## config.mk

```make
export PLATFORM = sky130hd
export DESIGN_NAME = alu_share_arb
export DESIGN_NICKNAME = d
export VERILOG_FILES = /design/src/rtl/alu_share_arb.sv
export SDC_FILE = /design/constraint.sdc
export NUM_CORES = 1
export LEC_CHECK = 0
export CELL_PAD_IN_SITES_DETAIL_PLACEMENT = 0
export CELL_PAD_IN_SITES_GLOBAL_PLACEMENT = 1
export CORE_MARGIN = 2
export CORE_UTILIZATION = 30
export DETAILED_ROUTE_END_ITERATION = 10
export PLACE_DENSITY_LB_ADDON = 0.1
export SLEW_MARGIN = 20
export SYNTH_ARGS = -nofsm -noshare
export SYNTH_HDL_FRONTEND = slang
export SYNTH_SLANG_ARGS = --single-unit
```

## constraint.sdc

```tcl
create_clock -name clk -period 2.3 [get_ports clk]
set_input_delay 0.23 -clock clk [delete_from_list [all_inputs] [get_ports clk]]
set_output_delay 0.23 -clock clk [all_outputs]
set_load 0.005 [all_outputs]
```

## src/rtl/alu_share_arb.sv

```systemverilog
// alu_share_arb: round-robin sharing of one combinational ALU between two
// requesters. Each accepted op is registered, drives the ALU for one cycle,
// and its result/flags land in a one-entry response buffer for that port.
module alu_share_arb #(
  parameter int WIDTH = 32
) (
  input  logic             clk,
  input  logic             rst_n,
  input  logic [1:0]       req_valid,
  output logic [1:0]       req_ready,
  input  logic [2:0]       req_op0,
  input  logic [2:0]       req_op1,
  input  logic [WIDTH-1:0] req_a0,
  input  logic [WIDTH-1:0] req_b0,
  input  logic [WIDTH-1:0] req_a1,
  input  logic [WIDTH-1:0] req_b1,
  output logic [1:0]       rsp_valid,
  input  logic [1:0]       rsp_ready,
  output logic [WIDTH-1:0] rsp_result0,
  output logic [WIDTH-1:0] rsp_result1,
  output logic [1:0]       rsp_zero,
  output logic [1:0]       rsp_sign,
  output logic [2:0]       alu_op,
  output logic [WIDTH-1:0] alu_a,
  output logic [WIDTH-1:0] alu_b,
  input  logic [WIDTH-1:0] alu_result,
  input  logic             alu_zero,
  input  logic             alu_sign,
  output logic             busy
);

  typedef struct packed {
    logic [2:0]       op;
    logic [WIDTH-1:0] a;
    logic [WIDTH-1:0] b;
  } req_t;

  typedef struct packed {
    logic [WIDTH-1:0] result;
    logic             zero;
    logic             sign;
  } rsp_t;

  req_t [1:0] port_req;
  logic [1:0] elig, cand, win, cap;

  logic       if_valid_q, if_valid_d;
  logic       if_port_q, if_port_d;
  req_t       if_req_q, if_req_d;
  logic [1:0] rb_valid_q, rb_valid_d;
  rsp_t [1:0] rb_q, rb_d;
  logic       rr_q, rr_d;

  assign port_req[0] = '{op: req_op0, a: req_a0, b: req_b0};
  assign port_req[1] = '{op: req_op1, a: req_a1, b: req_b1};

  // Eligibility and grant: a port may not reissue while its op is in the
  // issue register, nor while its response slot is full and not draining.
  always_comb begin
    for (int p = 0; p < 2; p++) begin
      elig[p] = !(if_valid_q && (if_port_q == p[0])) &&
                (!rb_valid_q[p] || rsp_ready[p]);
    end
    cand      = req_valid & elig;
    win[0]    = cand[0] && (!cand[1] || !rr_q);
    win[1]    = cand[1] && (!cand[0] ||  rr_q);
    req_ready = {elig[1] && !win[0], elig[0] && !win[1]};
  end

  // Issue-stage next state; win is one-hot and equals valid & ready.
  always_comb begin
    if_valid_d = 1'b0;
    if_port_d  = if_port_q;
    if_req_d   = if_req_q;
    rr_d       = rr_q;
    if (|win) begin
      if_valid_d = 1'b1;
      if_port_d  = win[1];
      if_req_d   = port_req[win[1]];
      rr_d       = ~win[1];
    end
  end

  // Response buffers: capture from the ALU beats a same-cycle drain.
  always_comb begin
    rb_valid_d = rb_valid_q;
    rb_d       = rb_q;
    for (int p = 0; p < 2; p++) begin
      cap[p] = if_valid_q && (if_port_q == p[0]);
      if (cap[p]) begin
        rb_valid_d[p] = 1'b1;
        rb_d[p]       = '{result: alu_result, zero: alu_zero, sign: alu_sign};
      end else if (rb_valid_q[p] && rsp_ready[p]) begin
        rb_valid_d[p] = 1'b0;
      end
    end
  end

  // State registers; reset discards any in-flight op.
  always_ff @(posedge clk or negedge rst_n) begin
    if (!rst_n) begin
      if_valid_q <= 1'b0;
      if_port_q  <= 1'b0;
      if_req_q   <= '0;
      rb_valid_q <= '0;
      rb_q       <= '0;
      rr_q       <= 1'b0;
    end else begin
      if_valid_q <= if_valid_d;
      if_port_q  <= if_port_d;
      if_req_q   <= if_req_d;
      rb_valid_q <= rb_valid_d;
      rb_q       <= rb_d;
      rr_q       <= rr_d;
    end
  end

  // ALU is driven only by a live issue entry, zero otherwise.
  assign alu_op = if_valid_q ? if_req_q.op : 3'd0;
  assign alu_a  = if_valid_q ? if_req_q.a  : '0;
  assign alu_b  = if_valid_q ? if_req_q.b  : '0;

  assign rsp_valid   = rb_valid_q;
  assign rsp_result0 = rb_q[0].result;
  assign rsp_result1 = rb_q[1].result;
  assign rsp_zero    = {rb_q[1].zero, rb_q[0].zero};
  assign rsp_sign    = {rb_q[1].sign, rb_q[0].sign};
  assign busy        = if_valid_q || (|rb_valid_q);

endmodule

```

==> flow_results.org, run 1 <==
** Run status
- The flow ran to the end, and the final reports show no timing, DRC or antenna violations.

** Timing
- Headroom to the max-slew limit came out at 54.6%.
- Setup violations remaining at the end of the flow were counted as 0.
- The smallest clock period supported by the final layout is computed as 2190 ps.
- Final worst-path cycle share :: 95.1%
- Clock skew after layout :: 5.87 ps
- Setup repair after global routing left no endpoint under its margin.
- At the pin with the least slew margin, the transition time is 678 ps.
- Total count of hold-check failures in the final report :: 0
- Setup Total Neg Slack :: 0 ps
- Slew Limit Fails :: 0
- Top achievable clock speed :: 0.457 GHz

** Layout
- Layout fillers :: 1883
- Relative to the synthesized area, the layout overhead comes to 63.5%.
- Leaving out fill and tap cells, the most frequent cell in the layout is clkdlybuf4s50_1.
- After routing the design area is 10300 µm².
- Sequential cell area :: 3500 µm²
- For this run, the post-layout net count is 1018.
- In the final layout, the share of cells above drive strength 1 is 15.4%.
- Commonest cells after routing, fill and taps aside :: 312 x clkdlybuf4s50_1, 139 x dfrtp_1, 104 x nand2_1, 68 x and2_1, 67 x nand3b_1
- Fin cells :: 1134
- Summing all multi-input logic gate instances after layout gives 2580 µm².

** Global route
- Via count of the first global-routing pass :: 5845
- Wire length of the first global-routing pass :: 32300 µm
- Number of antenna violations at the first check in global routing :: 2
- Total congestion overflow :: 0
- For this run, the total global-route usage over all layers was measured as 18.9%.
- Entering global routing, the biggest net connects 70 pins.

** Clocking
- TritonCTS clock tree :: yes
- Post-CTS timing repair inserted 0 buffers for setup.
- Skew-Pair Late Insertion Delay :: 420 ps
- Post-CTS clock slew at the launch and capture registers of the worst setup and hold paths :: 60 ps
- Clock Sink Count :: 140
- In this run the deepest clock path goes through 2 buffers.
- Number of H-tree levels :: 4
- Root cell of the clock tree :: clkbuf_16
- Cts bufs inserted :: 17

** Yosys
- Synthesized area :: 6300 µm²
- Flop and latch count out of synthesis :: 140
- By area the synthesized netlist is led by dfrtp_1 56%, o221a_2 8.4%, nand3b_1 8.0%.
- Avg Inst Size Synth :: 11.6 µm²
- The synthesized design spends more area on one cell type than any other, namely dfrtp_1.
- Post-synthesis instance total :: 545
- For this run, the number of Yosys warnings is 0.
- Sequential-to-total area share from yosys stat :: 55.6%
- Yosys mapped the design onto 26 distinct sky130hd cell types.
- After synthesis, the largest area contributor takes up 55.6% of total cell area.
- Synthesized net count :: 719

** Critical path
- For this run, the slowest stage of the critical path takes 520 ps.
- Counting both buffers and inverters, the worst setup path holds a total of 2.
- Slowest cell on the critical path :: clkdlybuf4s50_1
- Critical setup path kind :: reg -> out
- The worst register-to-register path has a setup slack of 410 ps.
- STA classifies the critical path endpoint as a primary output.
- CP required :: 2070 ps
- At the worst endpoint, the arrival time is 1960 ps.
- Maximum fanout encountered on the critical timing path :: 8
- Largest delay contributor family on the critical path :: buffers and inverters
- Critical path startpoint category :: flip-flop
- Cell chain of the critical path :: nand2_2, and2_1, inv_1, a21oi_1, clkdlybuf4s50_1

** Route
- After detailed routing, the number of vias per cell comes to 4.80.
- Via Count :: 5445
- 1st-iter DRT viols :: 197
- Average detailed-routed wire length per instance :: 18.4 µm
- Number of remaining DRC errors :: 0
- The detail route stage leaves a number of antenna-violating nets equal to 0.
- First drt pass iteration count :: 4
- Total routed wirelength :: 20900 µm

** Placement
- Detailed placement ended at an HPWL of 14700 µm.
- Standard cell area after detailed placement :: 9750 µm²
- Weighted congestion reported at the end of routability-driven placement :: 0.790
- Port buffer count :: 313
- Counting tap cells, the placed design contains a total of 1099 instances.

** Flow run
- Max-cap violations in this run came to 0.

** Floorplanning
- The initial utilization of the core area, before any placement, comes to 30.3%.
- After floorplanning, the core was sized to cover 20800 µm².
- Height of the die :: 149 µm
- Area enclosed by the die boundary :: 22200 µm²
- 314 I/O pins were placed.
- The floorplan has 53 rows.
- Measured along the x axis, the die boundary spans 149 µm.

** Power and ir drop
- VDD sags by at most 0.000482 V.
- Standby leakage power :: 4.14 nW
- Dividing total power by cell area gives a power density of 1320 nW/µm².

** Worst hold path
- In this run the worst hold path is classified as in -> reg.
## cells by family (layout without fill, tap and decap cells)
| logic type | after synthesis | count (layout) | share of synthesized area (%) |
|---|---|---|---|
| other | 0 | 2 | 0 |
| and+or+nand+nor | 248 | 248 | 21.9 |
| DFF | 140 | 140 | 55.6 |
| AOI/OAI and AO/OA | 74 | 74 | 12.7 |
| buffers and inverters | 49 | 361 | 3.65 |
| muxes | 34 | 34 | 6.08 |
## synth_stat cells (all sizes together)
| cell type | instances |
|---|---|
| or3 | 1 |
| nand3b | 67 |
| a21oi | 2 |
| dfrtp | 140 |
| a31oi | 1 |
| o21ai | 1 |
| o221a | 67 |
| nand2b | 4 |
| o21a | 1 |
| and3 | 1 |
| clkbuf | 25 |
| and2 | 68 |
| nand4 | 1 |
| buf | 23 |
| a21o | 1 |
| mux2 | 34 |
| nand2 | 105 |
| inv | 1 |
| o211ai | 1 |
| nor2b | 1 |
## where the power goes
part,internal [mW],switching (mW)
logic,4.12,2.64
clock network,1.42,1.09
registers,3.70,0.665
total,9.24,4.39
## layer usage
| metal | global-route usage (%) | wire length [µm] | vias to the layer above |
|---|---|---|---|
| met1 | 22.3 | 8500 | 2664 |
| met3 | 6.02 | 1500 | 35 |
| met2 | 31.4 | 10200 | 218 |
| li1 | - | - | 2528 |
| met5 | 0 | 0 | - |
| met4 | 8.62 | 721 | 0 |
## worst paths after layout
path	from	cells after the start	endpoint
worst max register to register	if_port_q$_DFFE_PN0P_	5	if_req_q[18]$_DFFE_PN0P_
worst min-delay path	alu_result[22]	3	rsp_result0[22]$_DFFE_PN0P_
worst min register to register	rsp_result0[26]$_DFFE_PN0P_	2	rsp_result0[26]$_DFFE_PN0P_
max in group asynchronous	rst_n	3	rsp_result1[31]$_DFFE_PN0P_
worst max-delay path	if_valid_q$_DFF_PN0_	5	req_ready[1]
min in group asynchronous	rst_n	2	rsp_result0[6]$_DFFE_PN0P_
## layout make-up
class	count	share of cell area (%)
Tap cell	275	3.34
Clock inverter	11	0.838
Sequential cell	140	34.0
Multi-Input combinational cell	356	25.1
Antenna cell	2	0.0486
Timing Repair Buffer	328	32.3
Inverter	1	0.0364
Clock buffer	21	4.37
## timing repair
action	CTS	global route
endpoints found under the setup margin	12	0
resized for setup	1	0
hold buffers	1	0
hold endpoints to repair	62	0
## worst reg2reg max path, stage by stage, from the launching register on
cell and delay [ps]:
dfrtp_1 420, nand2b_4 170, nand2_1 120, o211ai_4 600, buf_12 280, o221a_1 240
## sequential cells by signal, summed over array words and instances, names as in the netlist
signal,count
if_req_q,67
rsp_result0,32
rsp_result1,32
rsp_sign,2
rsp_valid,2
rsp_zero,2
if_port_q,1
if_valid_q,1
rr_q,1
## metrics by stage
stage	power [mW]	worst slack, ps	hold slack [ps]	utilization (%)
final	13.6	113	364	49.5
after global routing	14.5	10.8	363	49.5
after CTS	13.9	69.5	338	49.5
after detailed placement	11.2	192	270	46.8
after global placement	11.1	240	264	46.8
after floorplan	7.39	564	-65.6	-
Power figures use the tool's default switching activity.
==> run 2, diff against run 1 <==
CORE_ASPECT_RATIO = 0.75   (was not set)
CORE_UTILIZATION = 33   (was 30)
PLACE_DENSITY_LB_ADDON = 0.25   (was 0.1)
clock period = 2.63 ns   (was 2.3 ns; I/O delays follow)
==> run 2 against run 1 <==
Against the previous run: clock skew up 2.5 ps; sequential cell count unchanged; die area down 8.8%; critical path depth down 2; routed wire length down 3.3%; power down 9.8%; non-clock buffer count up 1.
==> flow_results.org, run 2 (same netlist as run 1, synthesis figures left out) <==
** Critical path
- Of all nets on the critical path, the largest fanout is 47.
- At the worst endpoint, the required time is 2370 ps.
- STA classifies the critical path endpoint as a primary output.
- The worst setup path is launched from a flip-flop.
- Critical setup path kind :: reg -> out
- For the worst setup path, the data arrival time is 2050 ps.
- The worst register-to-register path has a setup slack of 780 ps.

** Global route
- Via count of the first global-routing pass :: 5667
- Wire length of the first global-routing pass :: 30600 µm
- GRT Overall Usage :: 19.9%
- The number of antenna violations at the first check in global routing was 0.
- Largest net degree at the start of global routing :: 76
- Total congestion overflow :: 0

** Route
- For this run, design rule violations remaining after detail routing come to 0.
- Total routed wirelength :: 20200 µm
- Average detailed-routed wire length per instance :: 18.3 µm
- The first TritonRoute pass finished after 4 iterations.
- After the first detailed-routing iteration, the DRC count stood at 289.
- Once detail routing completed, the nets flagged for antenna violations numbered 0.
- Via Count :: 5427
- Post-DR vias/cell :: 4.91

** Power and ir drop
- For this design the static power due to leakage is 4.18 nW.
- Per report_power, the clock group accounts for 21.3% of the total.
- NetSw :: 3.88 mW
- Combinational Power Share :: 47.7%
- Power per standard cell area :: 1190 nW/µm²
- VDD IR-drop max :: 0.000483 V
- Net switching is 31.5% of the power.
- Seq pwr share :: 31.0%
- The internal portion of the total power is 8.42 mW.
- The design draws 12.3 mW.

** Clocking
- Root cell of the clock tree :: clkbuf_16
- The clock reaches the later pin of the worst-skew pair after 420 ps.
- TritonCTS built the clock tree.
- Cts bufs inserted :: 17
- Once the clock tree was built, the setup fixing pass inserted 0 buffers.
- In this run the number of H-tree levels came out at 4.
- Number of buffers added to fix hold violations after cts :: 1
- For this design, the sink count on the clock tree is 140.
- After clock tree synthesis, the clock-pin slew on the worst setup and hold paths is 60 ps.
- Number of buffers between clock root and the deepest sink :: 2
- Post-cts repair resize count :: 0

** Floorplanning
- From bottom edge to top edge, the die measures 124 µm.
- The total area inside the core boundary comes to 18600 µm².
- DIE WIDTH :: 164 µm
- The die covers 20200 µm².
- Number of ports placed on the die boundary :: 314
- Starting density of the core :: 33.9%
- Number of placement rows :: 43

** Layout
- Proportion of layout cells with a drive suffix above 1 :: 15.9%
- For this run, the post-layout net count is 1019.
- Register ranked first by flip-flop count :: if_req_q
- Number of diodes :: 0
- Compared with the post-synthesis result, the final layout area differs by 63.9%.
- Leaving out fill and tap cells, the most frequent cell in the layout is clkdlybuf4s50_1.
- Flip-flop count of the largest register, all copies and words added :: 67
- The library cells used most frequently in the layout, excluding fill and tap cells, are 312 x clkdlybuf4s50_1, 139 x dfrtp_1, 104 x nand2_1, 68 x and2_1, 67 x nand3b_1.

** Flow run
- The tool flagged a number of max-cap violations equal to 0.

** Timing
- Hold is met by 399 ps.
- Clock skew after layout :: 8.35 ps
- Top achievable clock speed :: 0.431 GHz
- The max-slew violation count came to 0.
- The final hold violation count is 0.
- After layout, the worst path uses 88.1% of the clock period.
- Unrepaired setup endpoints after global routing :: no
- For the pin with the worst max-slew slack, the measured transition is 734 ps.
- Max transition margin :: 51.1%
- Setup Total Neg Slack :: 0 ps
- The worst path in the final design needs a cycle of 2320 ps, including I/O delays and setup.
- Count of endpoints failing setup in the final report :: 0

** Worst hold path
- Worst min path class :: in -> reg

** Placement
- During placement, the flow inserted port buffers numbering 313.
- Detailed placement ended at an HPWL of 14100 µm.
- Weighted congestion reported at the end of routability-driven placement :: 0.800

** Run status
- Result of the run :: completed
==> run 2: cell types whose count changed in the layout (fill, tap and decap cells not counted), sizes merged <==
cell | before | now
bufinv | 0 | 4
clkbuf | 21 | 18
clkinv | 6 | 4
diode | 2 | 0
buf | 15 | 16
inv | 4 | 5
==> run 2: through the flow <==
step	cells	utilization [%]	cell area (µm²)	setup WS, ps
5_1_grt	1105	55.5	10300	224
4_1_cts	1105	55.5	10300	296
3_3_place_gp	1072	52.0	9670	481
2_1_floorplan	545	-	6300	894
6_report	1105	55.5	10300	312
3_5_place_dp	1072	52.0	9670	498
==> run 2: critical path, cell delays in order (launching register included) <==
cell	delay, ps
dfrtp_2	440
buf_4	270
or3_1	440
clkdlybuf4s50_1	470
==> run 2: power groups by stage <==
stage	sequential [mW]	combinational [mW]	clock, mW
finish	3.81	5.86	2.62
global placement	3.81	5.83	0
global route	3.96	6.34	2.78
CTS	3.82	5.95	2.68
detailed placement	3.83	5.93	0
floorplan	3.75	2.71	0
==> run 2: final timing paths <==
path / startpoint / to / cells after the start
worst max-delay path: if_valid_q$_DFF_PN0_ / busy / 3
max in group asynchronous: rst_n / if_req_q[27]$_DFFE_PN0P_ / 3
worst min register to register: rsp_result0[22]$_DFFE_PN0P_ / rsp_result0[22]$_DFFE_PN0P_ / 2
min in group asynchronous: rst_n / if_req_q[32]$_DFFE_PN0P_ / 2
worst max register to register: if_valid_q$_DFF_PN0_ / if_req_q[40]$_DFFE_PN0P_ / 6
worst min-delay path: alu_result[18] / rsp_result0[18]$_DFFE_PN0P_ / 3
==> run 2: per-layer routing <==
metal | track usage [%] | up-vias | share of wire (%) | wire length (µm)
met5 | 0 | - | 0 | 0
met4 | 7.02 | 0 | 2.2 | 436
met3 | 7.03 | 29 | 8.1 | 1640
met2 | 32.5 | 198 | 48 | 9640
met1 | 24.5 | 2664 | 42 | 8470
li1 | - | 2536 | - | -
==> run 2: layout make-up <==
| class | count | area [µm²] |
|---|---|---|
| Timing Repair Buffer | 329 | 3280 |
| Clock buffer | 18 | 439 |
| Inverter | 1 | 3.75 |
| Multi-Input combinational cell | 356 | 2580 |
| Clock inverter | 14 | 208 |
| Sequential cell | 140 | 3500 |
| Fill cell | 1612 | 8290 |
| Tap cell | 247 | 309 |
